==> src/rtl/branch_target_buffer.sv <==
// Direct-mapped branch target buffer with 2-bit saturating direction counters.
// Optional statistics counters are compiled in with `define BTB_STATS_EN.
module branch_target_buffer #(
    parameter int unsigned ADDR_WIDTH = 26,
    parameter int unsigned INDEX_BITS = 6
) (
    input  logic                  clk,
    input  logic                  rst,
    input  logic [ADDR_WIDTH-1:0] i_pc_next,
    input  logic [ADDR_WIDTH-1:0] i_pc_current,
    input  logic                  i_upd_valid,
    input  logic [ADDR_WIDTH-1:0] i_upd_pc,
    input  logic                  i_upd_taken,
    input  logic [ADDR_WIDTH-1:0] i_upd_target,
`ifdef BTB_STATS_EN
    output logic [31:0]           o_stat_lookups,
    output logic [31:0]           o_stat_hits,
    output logic [31:0]           o_stat_updates,
    output logic [31:0]           o_stat_dir_wrong,
`endif
    output logic                  o_is_branch,
    output logic                  o_prediction,
    output logic [ADDR_WIDTH-1:0] o_target
);
    localparam int unsigned TAG_BITS = ADDR_WIDTH - INDEX_BITS - 2;
    localparam int unsigned ENTRIES  = 1 << INDEX_BITS;

    logic [ENTRIES-1:0]    r_valid;
    logic [TAG_BITS-1:0]   r_tag    [ENTRIES];
    logic [ADDR_WIDTH-1:0] r_target [ENTRIES];
    logic [1:0]            r_ctr    [ENTRIES];

    logic                  r_rd_valid;
    logic [TAG_BITS-1:0]   r_rd_tag;
    logic [ADDR_WIDTH-1:0] r_rd_target;
    logic [1:0]            r_rd_ctr;

    logic [INDEX_BITS-1:0] w_rd_idx;
    logic [INDEX_BITS-1:0] w_upd_idx;
    logic [TAG_BITS-1:0]   w_upd_tag;
    logic [TAG_BITS-1:0]   w_cur_tag;
    logic                  w_upd_hit;
    logic                  w_wr;
    logic [TAG_BITS-1:0]   w_new_tag;
    logic [ADDR_WIDTH-1:0] w_new_target;
    logic [1:0]            w_new_ctr;
    logic                  w_unused;

    assign w_rd_idx  = i_pc_next[INDEX_BITS+1:2];
    assign w_upd_idx = i_upd_pc[INDEX_BITS+1:2];
    assign w_upd_tag = i_upd_pc[ADDR_WIDTH-1:INDEX_BITS+2];
    assign w_cur_tag = i_pc_current[ADDR_WIDTH-1:INDEX_BITS+2];
    assign w_upd_hit = r_valid[w_upd_idx] && (r_tag[w_upd_idx] == w_upd_tag);

    assign w_unused = ^{i_pc_next[ADDR_WIDTH-1:INDEX_BITS+2], i_pc_next[1:0],
                        i_pc_current[INDEX_BITS+1:0], i_upd_pc[1:0], r_rd_ctr[0]};

    // Post-update entry contents; an update coinciding with reset is dropped.
    always_comb begin
        w_wr         = 1'b0;
        w_new_tag    = r_tag[w_upd_idx];
        w_new_target = r_target[w_upd_idx];
        w_new_ctr    = r_ctr[w_upd_idx];
        if (i_upd_valid && !rst) begin
            if (w_upd_hit) begin
                w_wr = 1'b1;
                if (i_upd_taken) begin
                    w_new_ctr    = (r_ctr[w_upd_idx] == 2'b11) ? 2'b11 : r_ctr[w_upd_idx] + 2'd1;
                    w_new_target = i_upd_target;
                end else begin
                    w_new_ctr    = (r_ctr[w_upd_idx] == 2'b00) ? 2'b00 : r_ctr[w_upd_idx] - 2'd1;
                end
            end else if (i_upd_taken) begin
                w_wr         = 1'b1;
                w_new_tag    = w_upd_tag;
                w_new_target = i_upd_target;
                w_new_ctr    = 2'b10;
            end
        end
    end

    always_ff @(posedge clk) begin
        if (rst) begin
            r_valid <= '0;
        end else if (w_wr) begin
            r_valid[w_upd_idx] <= 1'b1;
        end
    end

    // Payload arrays carry no reset; the valid bits gate their use.
    always_ff @(posedge clk) begin
        if (w_wr) begin
            r_tag[w_upd_idx]    <= w_new_tag;
            r_target[w_upd_idx] <= w_new_target;
            r_ctr[w_upd_idx]    <= w_new_ctr;
        end
    end

    // Synchronous read with write-first bypass on an index collision.
    always_ff @(posedge clk) begin
        if (rst) begin
            r_rd_valid  <= 1'b0;
            r_rd_tag    <= '0;
            r_rd_target <= '0;
            r_rd_ctr    <= '0;
        end else if (w_wr && (w_upd_idx == w_rd_idx)) begin
            r_rd_valid  <= 1'b1;
            r_rd_tag    <= w_new_tag;
            r_rd_target <= w_new_target;
            r_rd_ctr    <= w_new_ctr;
        end else begin
            r_rd_valid  <= r_valid[w_rd_idx];
            r_rd_tag    <= r_tag[w_rd_idx];
            r_rd_target <= r_target[w_rd_idx];
            r_rd_ctr    <= r_ctr[w_rd_idx];
        end
    end

    assign o_is_branch  = r_rd_valid && (r_rd_tag == w_cur_tag);
    assign o_prediction = o_is_branch && r_rd_ctr[1];
    assign o_target     = o_is_branch ? r_rd_target : '0;

`ifdef BTB_STATS_EN
    always_ff @(posedge clk) begin
        if (rst) begin
            o_stat_lookups   <= '0;
            o_stat_hits      <= '0;
            o_stat_updates   <= '0;
            o_stat_dir_wrong <= '0;
        end else begin
            o_stat_lookups <= o_stat_lookups + 32'd1;
            o_stat_hits    <= o_stat_hits + 32'(o_is_branch);
            o_stat_updates <= o_stat_updates + 32'(i_upd_valid);
            if (i_upd_valid && w_upd_hit && (r_ctr[w_upd_idx][1] != i_upd_taken)) begin
                o_stat_dir_wrong <= o_stat_dir_wrong + 32'd1;
            end
        end
    end
`endif

endmodule

==> config.mk <==
export PLATFORM = sky130hd
export DESIGN_NAME = branch_target_buffer
export DESIGN_NICKNAME = d
export VERILOG_FILES = /design/src/rtl/branch_target_buffer.sv
export SDC_FILE = /design/constraint.sdc
export NUM_CORES = 2
export LEC_CHECK = 0
export ABC_CLOCK_PERIOD_IN_PS = 14500
export CAP_MARGIN = 20
export CORE_ASPECT_RATIO = 1.75
export CORE_MARGIN = 2
export CORE_UTILIZATION = 40
export CTS_CLUSTER_DIAMETER = 100
export CTS_CLUSTER_SIZE = 16
export DETAILED_ROUTE_END_ITERATION = 8
export DONT_BUFFER_PORTS = 1
export SETUP_SLACK_MARGIN = 0.05
export SYNTH_ARGS = -nofsm -noshare
export SYNTH_HDL_FRONTEND = slang
export SYNTH_SLANG_ARGS = --single-unit
==> constraint.sdc <==
create_clock -name clk -period 14.5 [get_ports clk]
set_input_delay 2.9 -clock clk [delete_from_list [all_inputs] [get_ports clk]]
set_output_delay 2.9 -clock clk [all_outputs]
set_load 0.01 [all_outputs]
==> impl_metrics.tcl <==
set metrics [dict create \
    r2r_cells 12 \
    crit_end "r_tag[27][11]" \
    combPwrFrac_pct 9.6 \
    finalWorstPathRequiredPeriod_ns 10.48 \
    slowest_delay_ns 0.99 \
    io_buffers 0 \
    detail_route.wirelength_um 581000 \
    mostFrequentLayoutCells "edfxtp_1 (2944), mux4_2 (1083), a22oi_1 (444)" \
    rsz0062_at_grt "false" \
    worst_ep_required_time_ns 15.04 \
    grt_use_met2_pct 50.6 \
    synth_edf_count 2944 \
    row_count 287 \
    drt.antenna.violating_nets 0 \
    async_flop_share_pct 0 \
    ys.flop_type "edfxtp_1" \
    worstSkewPairLatency_ns 0.96 \
    cts_tree "done" \
    numCtsBuffers 216 \
    p_leak_nw 46.7 \
    startpoint "i_upd_pc[3]" \
    status "complete, but fails checks" \
    die_width_um 451 \
    drv_slew 299 \
    grt_start_max_net_pins 738 \
    ys_types 80 \
    clk_path_buf_depth 4 \
    crit_type "in2reg" \
    seqCellArea_mm2 0.0906 \
    multi_input_area_mm2 0.0473 \
    cts_setup_buffers 0 \
    fin_skew_ns 0.0710 \
    synth_seq_cells 3054 \
    fin_tns_setup_ns 0 \
    worstReg2RegEnd "r_tag[27][11]" \
    switchingPower_w 0.00416 \
    gr-usage-met1_pct 36.8 \
    rrSetupSlack_ns 7.18 \
    timing.final.crit_share_pct 72.3 \
    hold_viol_final 0 \
    route.detailed.drc 0 \
    swShare_pct 23.8 \
    regToRegStartpoint "r_tag[19][1]" \
    core_mm2 0.348 \
    grt_overflow 0 \
    cts.repair.resized 0 \
    nets 7728 \
    internal_power_w 0.0133 \
    synth_area_mm2 0.140 \
    cts_max_level 4 \
    worstPathCellList "and2_4, a22oi_1, o22ai_1, a2111oi_1, a31oi_1, a211oi_1, nand4_1, o41a_2, buf_4, or3_4, nor2_4, buf_4" \
    clkTransAtPathRegs_ns 0.07 \
    cts-root-buf "clkbuf_16" \
    final_common_cell "edfxtp_1" \
    synth_nets 7881 \
    synth_cells 7773 \
    power_frac_clock_pct 33.4 \
    num_vias 91800 \
    cp.arrival_ns 11.02 \
    crit_slowest_cell "a211oi_1" \
    max_slew_margin_pct -15.2 \
    initial_core_util_pct 40.1 \
    violations "slew limit" \
    setup_viol 0 \
    viasPerCell 7.39 \
    seqPwrFrac_pct 57.0 \
    powerDensity_mw_per_mm2 115 \
    yosys_warnings 0 \
    syn_area_per_cell_um2 18.0 \
    yosys-top-cells-area "edfxtp_1 (63%), mux4_2 (17%), mux2i_1 (2.9%)" \
    layout_setup_ws_ns 4.02 \
    antenna_found_initial 38 \
    tightest_slew_ns 1.73 \
    layout-drive-gt1-share_pct 25.0 \
    dpl_worst_slack_ns 3.78 \
    first_global_vias 89600 \
    die_area_mm2 0.354 \
    ios 136 \
    hold_path_class "reg2reg" \
    drtIter0Drc 16100 \
    hpwl_um 307000 \
    synth_seq_area_share_pct 64.8 \
    dieHeight_um 786 \
    worstSetupPathDepth 12 \
    startpoint_type "input port" \
    syn_to_final_growth_pct 9.20 \
    crit_family "compound AO/OA/AOI/OAI gates" \
    grt_usage_pct 32.0 \
    crit_buf_inv 2 \
    clock.fmax_mhz 95.4 \
    cts_hold_buf 0 \
    grt_use_met3_pct 7.60 \
    grt_first_pass_wirelength_um 774000 \
    cap_viol_max_count 0 \
    cp-end-kind "flop" \
    path_max_fanout 565 \
    yosysTopAreaCellShare_pct 63.3 \
    wl_per_cell_um 46.8 \
    fillers 30200 \
    gr-max-usage-layer "met2" \
    yosys.area.top_type "edfxtp_1" \
    vdd_drop_max_v 0.0000964 \
    crit_top_cell "buf_4" \
    cts_sinks 3054 \
    gp_congestion 0.872 \
    drt-pass1-iter-count 6 \
]
[layer usage]
| metal | share of wire [%] | up-vias |
|---|---|---|
| li1 | - | 33000 |
| met1 | 31 | 48300 |
| met2 | 47 | 8089 |
| met3 | 12 | 2328 |
| met4 | 9.9 | 18 |
| met5 | 0.018 | - |
[final cells by class]
cell class | count | share of cell area (%)
multi-input cells | 4035 | 31.0
inverters | 11 | 0.0312
flip-flops and latches | 3054 | 59.4
repair buffers | 302 | 1.81
diodes | 41 | 0.0672
clock buffers | 345 | 3.88
clock inverters | 3 | 0.0172
well taps | 4624 | 3.79
[how the worst min path moves through the flow]
stage | startpoint | to | slack [ns] | cells after the start
floorplan | r_valid[22] | r_valid[22] | 0.46 | 1
global placement | r_valid[38] | r_valid[38] | 0.47 | 1
detailed placement | r_valid[46] | r_valid[46] | 0.48 | 1
CTS | r_valid[46] | r_valid[46] | 0.50 | 1
global route | r_valid[46] | r_valid[46] | 0.51 | 1
finish | r_valid[46] | r_valid[46] | 0.50 | 1
[kinds of logic (layout without fill, tap and decap cells)]
logic type,after synthesis,count (layout),synth area share (%)
compound gates,1595,1595,8.39
mux,1623,1623,21.4
flops,3054,3054,64.8
fa+ha+maj,1,1,0.00716
xor+xnor,33,33,0.207
buf+inv,684,661,2.09
other cells,0,41,0
simple gates,783,783,3.01
[cells in the mapped netlist, drive strengths merged (14+ instances only)]
cell and count:
a221oi 263, o22a 19, a221o 23, o21ba 64, o211ai 26, buf 310, nand2 193, a22oi 444
and2 31, a31oi 73, a41oi 16, edfxtp 2944, xnor2 25, nand4 57, nand3b 28, dfxtp 110
o21ai 114, mux2i 409, mux4 1083, o221ai 22, o22ai 81, o31ai 15, or3 14, or3b 14
mux2 131, a21oi 250, nor4 50, a22o 96, nand2b 25, clkbuf 363, nor3 23, a211oi 20
nand3 74, nor2 204
[per-stage QoR]
step	cell area (um^2)	hold WS [ns]	std cells	power [W]	util, %
global route	152000	0.505	12400	0.0178	43.8
finish	153000	0.503	12400	0.0175	43.8
CTS	152000	0.501	12400	0.0174	43.7
floorplan	140000	0.460	7773	0.0113	-
global placement	146000	0.472	12000	0.0117	42.0
detailed placement	146000	0.484	12000	0.0117	42.0
[worst register-to-register path, delay by kind of cell, from the launching register on]
| family | cells | cell delay (ns) |
|---|---|---|
| AOI/OAI and AO/OA | 5 | 2.78 |
| and+or+nand+nor | 4 | 1.90 |
| buffers and inverters | 2 | 1.30 |
| muxes | 1 | 0.49 |
| DFF | 1 | 0.40 |
[sequential cells by signal (all words and copies together) (netlist names)]
signal and count:
r_target 1664, r_ctr 128, r_rd_valid 1, r_rd_ctr 1
r_rd_target 26, r_rd_tag 18, r_valid 64, r_tag 1152
[power groups by stage]
stage | clock [W] | combinational [W] | sequential, W
3_3_place_gp | 0 | 0.00152 | 0.0102
4_1_cts | 0.00587 | 0.00156 | 0.00998
2_1_floorplan | 0 | 0.00109 | 0.0102
6_report | 0.00585 | 0.00168 | 0.00998
3_5_place_dp | 0 | 0.00156 | 0.0102
5_1_grt | 0.00615 | 0.00172 | 0.00998
Power figures use the tool's default switching activity.
